<file path="src/rtl/generic_bus_arbiter_pkg.sv">
// Shared types and helpers for the generic bus arbiter.
// Optional GEN_BUS_ARB_FIXED_PRIO_EN selects fixed lowest-index priority.
package gen_bus_arb_pkg;

  typedef enum logic {
    IDLE   = 1'b0,
    ACCESS = 1'b1
  } arb_state_t;

  function automatic int idx_w(input int n);
    return (n > 1) ? $clog2(n) : 1;
  endfunction

endpackage

</file>
<file path="src/rtl/generic_bus_arbiter_rr_picker.sv">
// Combinational winner selection for the bus arbiter.
// GEN_BUS_ARB_FIXED_PRIO_EN turns it into a lowest-index priority encoder.
module rr_picker
  import gen_bus_arb_pkg::*;
#(
  parameter int NUM_REQ = 2,
  parameter int IW      = idx_w(NUM_REQ)
) (
  input  logic [NUM_REQ-1:0] req,
  input  logic [IW-1:0]      rr_ptr,
  output logic [IW-1:0]      winner,
  output logic               any_req
);

`ifdef GEN_BUS_ARB_FIXED_PRIO_EN

  // Lowest requesting index wins; scan downward so it is written last.
  always_comb begin
    winner  = '0;
    any_req = |req;
    for (int i = NUM_REQ - 1; i >= 0; i--) begin
      if (req[i]) winner = IW'(i);
    end
  end

`else

  int  idx;
  logic found;

  // Search rr_ptr, rr_ptr+1, ... wrapping at NUM_REQ; first hit wins.
  always_comb begin
    winner  = '0;
    any_req = |req;
    found   = 1'b0;
    idx     = 0;
    for (int k = 0; k < NUM_REQ; k++) begin
      idx = int'(rr_ptr) + k;
      if (idx >= NUM_REQ) idx = idx - NUM_REQ;
      if (!found && req[idx]) begin
        winner = IW'(idx);
        found  = 1'b1;
      end
    end
  end

`endif

endmodule

</file>
<file path="src/rtl/generic_bus_arbiter.sv">
// N-master generic-bus arbiter onto one slave port, registered outputs.
// Optional GEN_BUS_ARB_FIXED_PRIO_EN replaces round-robin with fixed priority.
module generic_bus_arbiter
  import gen_bus_arb_pkg::*;
#(
  parameter int NUM_REQ = 2,
  parameter int ADDR_W  = 32,
  parameter int DATA_W  = 32
) (
  input  logic                         CLK,
  input  logic                         RST,
  input  logic [NUM_REQ*ADDR_W-1:0]    req_addr,
  input  logic [NUM_REQ*DATA_W-1:0]    req_wdata,
  input  logic [NUM_REQ*DATA_W/8-1:0]  req_byte_en,
  input  logic [NUM_REQ-1:0]           req_ren,
  input  logic [NUM_REQ-1:0]           req_wen,
  output logic [DATA_W-1:0]            req_rdata,
  output logic [NUM_REQ-1:0]           req_busy,
  output logic [ADDR_W-1:0]            out_addr,
  output logic [DATA_W-1:0]            out_wdata,
  output logic [DATA_W/8-1:0]          out_byte_en,
  output logic                         out_ren,
  output logic                         out_wen,
  input  logic [DATA_W-1:0]            out_rdata,
  input  logic                         out_busy,
  output logic [idx_w(NUM_REQ)-1:0]    grant_idx,
  output logic                         grant_valid
);

  localparam int IW = idx_w(NUM_REQ);
  localparam int BW = DATA_W / 8;

  arb_state_t         state_q;
  arb_state_t         state_d;
  logic [NUM_REQ-1:0] req;
  logic [IW-1:0]      winner;
  logic [IW-1:0]      rr_ptr;
  logic               any_req;
  logic               load;
  logic               done;
  logic               win_wen;
  logic               win_ren;

  assign req = req_ren | req_wen;

  rr_picker #(
    .NUM_REQ (NUM_REQ),
    .IW      (IW)
  ) u_picker (
    .req     (req),
    .rr_ptr  (rr_ptr),
    .winner  (winner),
    .any_req (any_req)
  );

  // A master asserting both strobes is treated as a write.
  assign win_wen = req_wen[winner];
  assign win_ren = req_ren[winner] & ~win_wen;

  // State register.
  always_ff @(posedge CLK) begin
    if (RST) state_q <= IDLE;
    else     state_q <= state_d;
  end

  // Next state plus the load/done strobes for the datapath.
  always_comb begin
    state_d = state_q;
    load    = 1'b0;
    done    = 1'b0;
    unique case (state_q)
      IDLE: begin
        if (any_req) begin
          state_d = ACCESS;
          load    = 1'b1;
        end
      end
      ACCESS: begin
        if (!out_busy) begin
          state_d = IDLE;
          done    = 1'b1;
        end
      end
      default: state_d = IDLE;
    endcase
  end

`ifdef GEN_BUS_ARB_FIXED_PRIO_EN
  assign rr_ptr = '0;
`else
  // Rotate priority to the master after the one just served.
  always_ff @(posedge CLK) begin
    if (RST) begin
      rr_ptr <= '0;
    end else if (done) begin
      if (grant_idx == IW'(NUM_REQ - 1)) rr_ptr <= '0;
      else                               rr_ptr <= grant_idx + 1'b1;
    end
  end
`endif

  // Latch the winner's request; hold it until the slave finishes.
  always_ff @(posedge CLK) begin
    if (RST) begin
      out_addr    <= '0;
      out_wdata   <= '0;
      out_byte_en <= '0;
      out_ren     <= 1'b0;
      out_wen     <= 1'b0;
      grant_idx   <= '0;
      grant_valid <= 1'b0;
    end else if (load) begin
      out_addr    <= req_addr[int'(winner)*ADDR_W +: ADDR_W];
      out_wdata   <= req_wdata[int'(winner)*DATA_W +: DATA_W];
      out_byte_en <= req_byte_en[int'(winner)*BW +: BW];
      out_ren     <= win_ren;
      out_wen     <= win_wen;
      grant_idx   <= winner;
      grant_valid <= 1'b1;
    end else if (done) begin
      out_ren     <= 1'b0;
      out_wen     <= 1'b0;
      grant_valid <= 1'b0;
    end
  end

  // Only the owner sees busy drop, and only in its completion cycle.
  always_comb begin
    req_busy = '1;
    if (state_q == ACCESS && !out_busy && !RST) begin
      req_busy[grant_idx] = 1'b0;
    end
  end

  assign req_rdata = out_rdata;

endmodule

</file>
<file path="config.mk">
export PLATFORM = sky130hd
export DESIGN_NAME = generic_bus_arbiter
export DESIGN_NICKNAME = d
export VERILOG_FILES = /design/src/rtl/generic_bus_arbiter_pkg.sv /design/src/rtl/generic_bus_arbiter_rr_picker.sv /design/src/rtl/generic_bus_arbiter.sv
export SDC_FILE = /design/constraint.sdc
export NUM_CORES = 1
export LEC_CHECK = 0
export ABC_AREA = 1
export CAP_MARGIN = 20
export CORE_UTILIZATION = 32
export CTS_CLUSTER_SIZE = 20
export DETAILED_ROUTE_END_ITERATION = 7
export MAX_ROUTING_LAYER = met4
export PLACE_DENSITY = 0.83
export SLEW_MARGIN = 20
export SYNTH_ARGS = -nofsm -noshare
export SYNTH_HDL_FRONTEND = slang
export SYNTH_SLANG_ARGS = --single-unit
</file>
<file path="constraint.sdc">
create_clock -name CLK -period 1.15 [get_ports CLK]
set_input_delay 0.1725 -clock CLK [delete_from_list [all_inputs] [get_ports CLK]]
set_output_delay 0.1725 -clock CLK [all_outputs]
set_load 0.05 [all_outputs]
</file>
Yosys cells after proc, flatten, opt, wreduce, memory -nomap -nowiden:

Cells that the tools add are included.

* $add $sub $neg: 4
* $mul: 0
* div/mod/pow operators: 0
* $lt $le $gt $ge: 7
* eq/ne operators: 0
* shift-type cells: 3
* multiplexer cells: 29
* bitwise operators: 5
* reduce and logical (&&, ||, !) cells: 9

Operator list (count)
* 64-bit by 7-bit indexed part select with 32-bit output: 2
* 32-bit by 3-bit < comparator with 1-bit output, second input constant: 2
* 32-bit 2-to-1 mux: 2
* 32-bit by 3-bit >= comparator with 1-bit output, second input constant: 1
* 32-bit by 3-bit subtractor with 32-bit output, second input constant: 1
* 1-bit 2-to-1 mux: 24
* 8-bit by 4-bit indexed part select with 4-bit output: 1
* 1-bit logical AND: 4
* 1-bit by 2-bit < comparator with 1-bit output, second input constant: 2
* 1-bit logical NOT: 3
* 1-bit by 2-bit subtractor with 3-bit output, second input constant: 1
* 1-bit by 1-bit adder with 2-bit output, second input constant: 1
* 1-bit by 2-bit >= comparator with 1-bit output, second input constant: 1
* 2-bit 2-to-1 mux: 1
* 1-bit NOT: 2
* 2-bit NOT: 1
* 2-bit OR: 1
* 1-bit case mux with 2 select lines: 1
* 2-bit nonzero test: 1
* 2-bit OR reduction: 1
* 1-bit adder, second input constant: 1
* 1-bit bitwise AND: 1
* 1-bit demux with 1-bit select: 1
* 1-bit >= comparator, second input constant: 1

* bits in registers: 74
* latch bits: 0
* memory bits (writable): 0
* ROM bits: 0
* bits of input ports: 175
* output and inout bits: 106
* word-level logic and storage cells: 66
* memories: 0

Longest topological paths before layout:

Gate-level depths: netlist of run 1.

* depth in word-level cells: 14
* mapped depth: 10
* gate-level depth less buffers: 7

Modules after synthesis:

A second synthesis of run 1 with hierarchy kept.

* cells, all modules: 452
* area, all modules: 3474.6 sq um

By module, submodules not included
* generic_bus_arbiter: instances 1, cells each 448, area an instance 3455.8 sq um, seq. area each 1481.4 sq um
* rr_picker: instances 1, cells each 4, area an instance 18.8 sq um, seq. area each 0.0 sq um

Least setup slack after synthesis of run 1:

No wires, ideal clock.

* path kind: register -> register
* start: register grant_idx
* end: register rr_ptr
* library setup time: 138 ps
* arrival: 1226 ps
* required time: 1012 ps
* path slack: -214 ps
* stages on the path, launching flop included: 3
* path buffers: 0
* clock period less this slack: 1364 ps
* cell sequence: dfxtp_1 -> nand3b_1 -> nand2_1

* word-level cells in the longest chain between the ends: 2

Ends and longest elaborated chain
* start: declaration: RTL line generic_bus_arbiter.sv:26 `output logic [idx_w(NUM_REQ)-1:0] grant_idx,`
* start signal: assignment: RTL line generic_bus_arbiter.sv:118 `grant_idx <= winner;`
* 1-bit adder: RTL line generic_bus_arbiter.sv:97 `else rr_ptr <= grant_idx + 1'b1;`
* 1-bit 2-to-1 mux (*): RTL line generic_bus_arbiter.sv:96 `if (grant_idx == IW'(NUM_REQ - 1)) rr_ptr <= '0;`
* end signal: assignment: RTL line generic_bus_arbiter.sv:97
* end: declaration: RTL line generic_bus_arbiter.sv:37 `logic [IW-1:0] rr_ptr;`

Every way passes the cells marked *; elsewhere a longest branch is shown, timed or not.
A chain may end at the register's enable or synchronous reset.

Worst setup path in the final report of run 1:

* start: register rr_ptr
* end: register out_addr[18]

* word-level cells in the longest chain between the ends: 10
* elaborated cells on any way between the ends: 19
* those cells by class: 3 x add/sub; 2 x order compare; 1 x shift; 11 x mux; 2 x reduce/logical

Ends and longest elaborated chain
* parallel branches: the longest is 8 deep, another holds 32-bit by 3-bit subtractor with 32-bit output
* 1-bit 2-to-1 mux (*): RTL line generic_bus_arbiter_rr_picker.sv:40 `if (!found && req[idx]) begin`
* 64-bit by 7-bit indexed part select with 32-bit output (*): RTL line generic_bus_arbiter.sv:113 `out_addr <= req_addr[int'(winner)*ADDR_W +: ADDR_W];`
* end signal: assignment: RTL line generic_bus_arbiter.sv:113
* end: declaration: RTL line generic_bus_arbiter.sv:19 `output logic [ADDR_W-1:0] out_addr,`

Every way passes the cells marked *. The select of a mux whose other input is x is not followed.

==> impl.org, run 1 <==
** Drt
- Using the TritonRoute via totals, the vias-per-cell ratio works out to 4.59.
- Once detail routing completed, the nets flagged for antenna violations numbered 0.
- In this run the top signal layer used is met4.
- Routed length on met1 :: 6.08 mm
- Met3 Routed Length :: 916 um
- After detailed routing, the number of remaining DRC violations is 0.
- For this block, the via count after detailed routing is 4637.
- Total length of routed met2 wires :: 7.45 mm
- Length of the first detailed-routing pass in iterations :: 4
- The first routing iteration left 212 violations.
- Per-cell routed wire length :: 14.8 um
- After detailed routing, the total wire length is 14.9 mm.

** Pwr
- Total design power :: 10000 uW
- IR drop worst, VDD :: 676 uV
- Internal power comes to 6620 uW.
- Of the total power, the clock network draws 26.0%.
- Proportion of power drawn by combinational gates :: 43.0%
- Switching component of the power :: 3410 uW
- Sequential share of power :: 31.0%
- Leakage :: 0.00374 uW
- Power per standard cell area :: 1240 mW/mm^2
- In this run switching power makes up 34.0% of total power.

** Die
- Floorplan Core Area :: 0.0120 sq mm
- For this configuration, the core starts out at a cell density of 32.8%.
- Site Rows :: 40
- From left edge to right edge, the die measures 113 um.
- Die Outline Area :: 0.0128 sq mm
- Top-Level Pins :: 281
- The floorplan step set the die height to 113 um.

** Final layout
- Signed area change from the synthesized netlist to the final layout :: 104%
- The post-route netlist has 27.9% of its cells at a drive strength greater than 1.
- Number of inserted diodes :: 0
- Nets :: 1036
- The finished cells cover 0.00806 sq mm.
- Once layout is complete, the cells apart from fillers number 1011.

** Global route
- Overall routing resource usage :: 23.5%
- The first global-routing pass estimated 22.5 mm of wire.
- The number of antenna violations at the first check in global routing was 0.
- Vias in the first global route :: 4349
- Entering global routing, the biggest net connects 48 pins.
- Final global-route overflow total :: 0

** Clock tree
- TritonCTS built the clock tree.
- Skew-Pair Late Insertion Delay :: 320 ps
- The clock net in this run drives a total of 74 sinks.
- After clock tree synthesis, the clock-pin slew on the worst setup and hold paths is 60 ps.
- The tree is rooted in a sky130_fd_sc_hd__clkbuf_16.
- Clock H-tree levels :: 3
- Buffers inserted to repair hold after CTS numbered 0.
- The clock passes through at most 2 buffers.
- Buffers inserted during clock tree synthesis total 9.

** Yosys
- Synthesis produced 653 cells.
- The number of nets in the synthesized netlist is 828.
- The Yosys step of the flow raised 0 warnings.
- Each instance of the synthesized netlist takes up on average 6.04 sq um.
- Sequential element share of the synthesized area :: 37.6%
- Number of flip-flops and latches in the synthesized netlist :: 74
- The mapped netlist covers 0.00394 sq mm.
- Number of distinct standard cells referenced by the synthesized netlist :: 17

** Place
- At the end of routability-driven placement, the weighted congestion stood at 0.782.
- Buffers placed on the I/O ports in this run total 216.
- Including well taps, the total number of placed cells is 961.
- Placed cell area :: 0.00676 sq mm
- Detailed placement finished with a half-perimeter wire length of 8.41 mm.

** Setup path
- Critical Path Sink Type :: flip-flop
- For the worst setup path, the data arrival time is 1610 ps.
- Data required time at the worst endpoint :: 1360 ps
- The critical path is of the flip-flop to flip-flop type.
- Crit path max fanout :: 4
- Startpoint type of the worst setup path :: flip-flop

** Timing
- The number of max-slew violations in the final report was 0.
- Fin crit period :: 1390 ps
- Headroom to the max-slew limit came out at 83.5%.
- Setup total negative slack :: -9890 ps
- Worst clock skew :: 7.42 ps
- Count of endpoints failing hold in the final timing report :: 0
- Final setup violation count :: 72
- Setup repair after global routing could not meet its margin everywhere.
- Post-route worst hold slack :: 325 ps
- Share of the cycle needed by the critical path after routing :: 121%
- At the pin with the least slew margin, the transition time is 246 ps.
- Minimum setup slack in the final design :: -243 ps
- Derived from the worst setup path, the maximum achievable clock frequency is 718 MHz.

** Hold path
- The tightest min-delay check is of the input pin to flip-flop type.

** Status
- Result of the run :: finished with violations
- Violated checks :: setup timing

** Run
- Maxcap violations :: 0
## cell usage in the layout (no fill, tap or decap), drive strengths merged
cell type,netlist,layout
nand2,146,146
clkbuf,14,12
nand3,3,3
a21oi,4,4
buf,55,122
o21bai,1,1
nand3b,1,1
nor2,212,212
inv,73,73
bufbuf,0,1
clkdlybuf4s50,0,138
o21ai,69,69
clkinv,1,4
dlygate4sd2,0,4
dfxtp,74,74
## cells by family after synthesis
| family | share of synthesized area, % |
|---|---|
| AO/OA/AOI/OAI | 9.46 |
| buffers and inverters | 18.2 |
| flip-flops | 37.6 |
| AND/OR/NAND/NOR | 34.8 |
## metrics by stage
step           worst slack [ps]  utilization [%]
3_3_place_gp               -532             56.3
2_1_floorplan             -8.62                -
3_5_place_dp               -592             56.3
4_1_cts                    -254             65.5
5_1_grt                    -322             67.1
6_report                   -243             67.1
## worst max-delay path, cell delays in order (launching register included)
cell                      delay (ps)
sky130_fd_sc_hd__dfxtp_2         330
sky130_fd_sc_hd__nor2_4          110
sky130_fd_sc_hd__nor2_4           70
sky130_fd_sc_hd__buf_12          130
sky130_fd_sc_hd__buf_8           130
sky130_fd_sc_hd__buf_12          130
sky130_fd_sc_hd__buf_16          140
sky130_fd_sc_hd__nand2_4          50
sky130_fd_sc_hd__nand2_2          50
sky130_fd_sc_hd__nor2_2          100
sky130_fd_sc_hd__nor2_1           40
## power by group through the flow
stage	registers [uW]	logic (uW)	clock network (uW)
2_1_floorplan	3880	1180	0
3_3_place_gp	3140	3460	0
3_5_place_dp	3150	3500	0
4_1_cts	3110	4180	2670
5_1_grt	3140	4560	2790
6_report	3110	4310	2610
## layout make-up
cell class | count | area (sq um)
tap | 147 | 184
clock inverter | 3 | 15.0
sequential | 74 | 1490
inverter | 74 | 283
multi-input combinational | 436 | 2070
timing repair buffer | 266 | 3770
clock buffer | 11 | 254
fill | 950 | 3950
## sequential cells by signal (all words and copies together), names as in the netlist
name and flops:
out_addr 32, out_wdata 32, out_byte_en 4, grant_idx 1, grant_valid 1, out_ren 1
out_wen 1, rr_ptr 1, state_q 1
## synthesized netlist by cell type (all sizes together)
cell type / number / area (sq um)
a21oi: 4 / 20.0
buf: 55 / 387
clkbuf: 14 / 52.6
clkinv: 1 / 3.75
dfxtp: 74 / 1480
inv: 73 / 274
nand2: 146 / 551
nand3: 3 / 15.0
nand3b: 1 / 7.51
nor2: 212 / 798
o21ai: 69 / 345
o21bai: 1 / 7.51
## worst paths after layout
kind	from	endpoint	slack [ps]	cells past startpoint
worst max-delay path	rr_ptr	out_addr[18]	-240	10
worst min-delay path	req_wen[0]	out_wen	330	3
worst max register to register	rr_ptr	out_addr[18]	-240	10
worst min register to register	state_q	state_q	470	2
## what timing repair did
action / 4_1_cts / 5_1_grt
cloned: 17 / 2
buffers inserted: 15 / 11
resized for setup: 73 / 94
pin swaps: 11 / 26
setup endpoints to repair: 73 / 72
## per-layer routing
metal,global-route usage [%],vias up
met1,26.4,2079
met4,9.56,0
met3,4.98,47
met5,-,-
li1,-,2337
met2,40.5,174
(Power assumes the default switching activity.)
==> run 2, diff against run 1 <==
RECOVER_POWER = 50   (was default)
==> run 2 against run 1 <==
The flow still finishes with violations (setup timing). Clock skew hardly changed. Setup slack hardly changed. Cell count stayed put. Register-to-register slack hardly changed. Critical path depth stayed put. Via count is 0.30% lower. Sequential share of layout area is 0.71 points higher. Fmax hardly changed. Final area is 4.0% lower. Power is 2.7% lower.
==> impl.org, run 2 (synthesized netlist as in run 1, its figures left out) <==
** Global route
- Entering global routing, the biggest net connects 48 pins.
- Vias in the first global route :: 4349
- Wire length of the first global-routing pass :: 22.5 mm
- Final global-route overflow total :: 0
- The number of antenna violations at the first check in global routing came to 0.
- Across every metal layer, demand over resource in global routing totals 23.5%.

** Final layout
- Leading cell types in the layout, fill and taps excluded :: 174 x sky130_fd_sc_hd__nor2_1, 138 x sky130_fd_sc_hd__clkdlybuf4s50_1, 87 x sky130_fd_sc_hd__nand2_1, 72 x sky130_fd_sc_hd__dfxtp_1, 70 x sky130_fd_sc_hd__inv_1
- Leading cell type in the layout, fill and taps excluded :: sky130_fd_sc_hd__nor2_1
- The net count of the finished layout is 1036.
- The repair_antennas step left the layout with diodes totalling 0.
- The largest registers in the layout are out_addr (32), out_wdata (32), out_byte_en (4).
- The post-route netlist has 27.8% of its cells at a drive strength greater than 1.
- Counting the fill cells in the layout gives 991.
- From synthesis to final layout, the design area changed by 96.4%.
- Cell area after layout :: 0.00774 sq mm

** Drt
- Once detail routing completed, the nets flagged for antenna violations numbered 0.
- Dividing the detail-routed wire length by the instance count gives 14.8 um.
- Count of unresolved DRC violations after routing :: 0
- For this block, the via count after detailed routing is 4623.
- The first detailed-routing pass ran for 4 iterations.
- Via-to-Cell Ratio :: 4.57
- Wires add up to 15.0 mm.
- DRC marker count from the first detailed-route iteration :: 193

** Setup path
- Data on the critical path is required at its endpoint by 1360 ps.
- The worst setup path is launched from a flip-flop.
- The critical path in this run is classified as flip-flop to flip-flop.
- In this run the worst path has a maximum fanout of 4.
- Arrival time of the worst setup path :: 1610 ps
- The worst setup path is captured at a flip-flop.

** Timing
- Least-Margin Pin Slew :: 278 ps
- Achievable Freq :: 718 MHz
- The final-report hold violation count came to 0.
- Worst clock skew :: 7.76 ps
- After routing, the total negative slack on setup checks comes to -9890 ps.
- Share of the cycle needed by the critical path after routing :: 121%
- Setup repair after global routing could not meet its margin everywhere.
- Minimum setup slack in the final design :: -243 ps
- Fin crit period :: 1390 ps
- Max-slew violations :: 0
- Setup violations remaining at the end of the flow were counted as 72.
- On the final layout, the worst hold slack is 325 ps.
- Max transition margin :: 81.6%

** Clock tree
- Clock buffer depth :: 2
- Clock tree root driver cell :: sky130_fd_sc_hd__clkbuf_16
- The H-tree generated during clock tree synthesis spans 3 levels.
- Clock transition at the registers of the reported paths :: 60 ps
- The clock reaches the later pin of the worst-skew pair after 320 ps.
- CTS buffer count :: 9
- Clock tree synthesis found a total of 74 sinks.
- Clock tree from TritonCTS :: built
- CTS Hold Bufs :: 0

** Place
- The placed instances occupy a cell area of 0.00676 sq mm.
- Buffers placed on the I/O ports in this run total 216.
- DP Wirelength :: 8.41 mm
- Final weighted congestion in routability-driven placement :: 0.782

** Die
- Top-Level Pins :: 281
- Initial core utilization :: 32.8%
- In this run the horizontal extent of the chip is 113 um.
- Measured along the y axis, the die boundary spans 113 um.
- The die covers 0.0128 sq mm.
- Floorplan Core Area :: 0.0120 sq mm
- The floorplan has 40 rows.

** Hold path
- In this run the worst hold path is classified as input pin to flip-flop.

** Status
- Result of the run :: finished with violations
- The checks that failed: setup timing.

** Pwr
- IR drop worst, VDD :: 676 uV
- For this design the static power due to leakage is 0.00366 uW.
- Power per standard cell area :: 1260 mW/mm^2

** Run
- Maxcap violations :: 0
run 2: cell types whose count changed in the layout (fill, tap and decap cells not counted), sizes merged:
cell,previous run,this run
clkbuf,12,13
buf,122,121
run 2: timing repair:
action,CTS,global route
gates resized for setup,73,94
buffers inserted,15,11
cloned,17,2
pin swaps,11,26
setup endpoints to repair,73,72
run 2: final cells by class:
class	count	area [sq um]	share of cell area (%)
Clock inverter	3	15.0	0.194
Sequential cell	74	1480	19.2
Tap cell	147	184	2.38
Clock buffer	11	254	3.28
Inverter	74	283	3.65
Multi-Input combinational cell	436	2070	26.7
Timing Repair Buffer	266	3460	44.6
run 2: per-stage QoR:
step	std cells	util, %	total power (uW)	worst slack, ps
2_1_floorplan	653	-	5060	-8.62
3_3_place_gp	961	56.3	6610	-532
3_5_place_dp	961	56.3	6650	-592
4_1_cts	1007	65.5	9960	-254
5_1_grt	1011	64.5	10200	-322
6_report	1011	64.5	9760	-243
run 2: path summary, 6_finish.rpt:
check	cells past startpoint	slack, ps	from	endpoint
hold reg to reg	2	470	state_q	state_q
hold / removal	3	320	req_wen[0]	out_wen
setup reg to reg	10	-240	rr_ptr	out_addr[18]
setup / recovery	10	-240	rr_ptr	out_addr[18]
run 2: critical path, cell delays in order (launching register included):
cell                      delay [ps]
sky130_fd_sc_hd__dfxtp_2         330
sky130_fd_sc_hd__nor2_4          110
sky130_fd_sc_hd__nor2_4           70
sky130_fd_sc_hd__buf_12          130
sky130_fd_sc_hd__buf_8           130
sky130_fd_sc_hd__buf_12          130
sky130_fd_sc_hd__buf_16          140
sky130_fd_sc_hd__nand2_4          50
sky130_fd_sc_hd__nand2_2          50
sky130_fd_sc_hd__nor2_2          100
sky130_fd_sc_hd__nor2_1           40
run 2: power by group:
group,internal [uW],switching (uW),total (uW)
Combinational,2010,2090,4090
Clock,1560,1050,2600
Sequential,2830,234,3060
Total,6400,3370,9760
run 2: routing by layer:
metal / share of wire [%] / wire length [um] / vias up / GRT usage, %
li1: - / - / 2335 / -
met1: 41 / 6170 / 2076 / 26.4
met2: 50 / 7440 / 165 / 40.5
met3: 5.8 / 864 / 47 / 4.98
met4: 3.4 / 507 / 0 / 9.56
met5: 0 / 0 / - / -
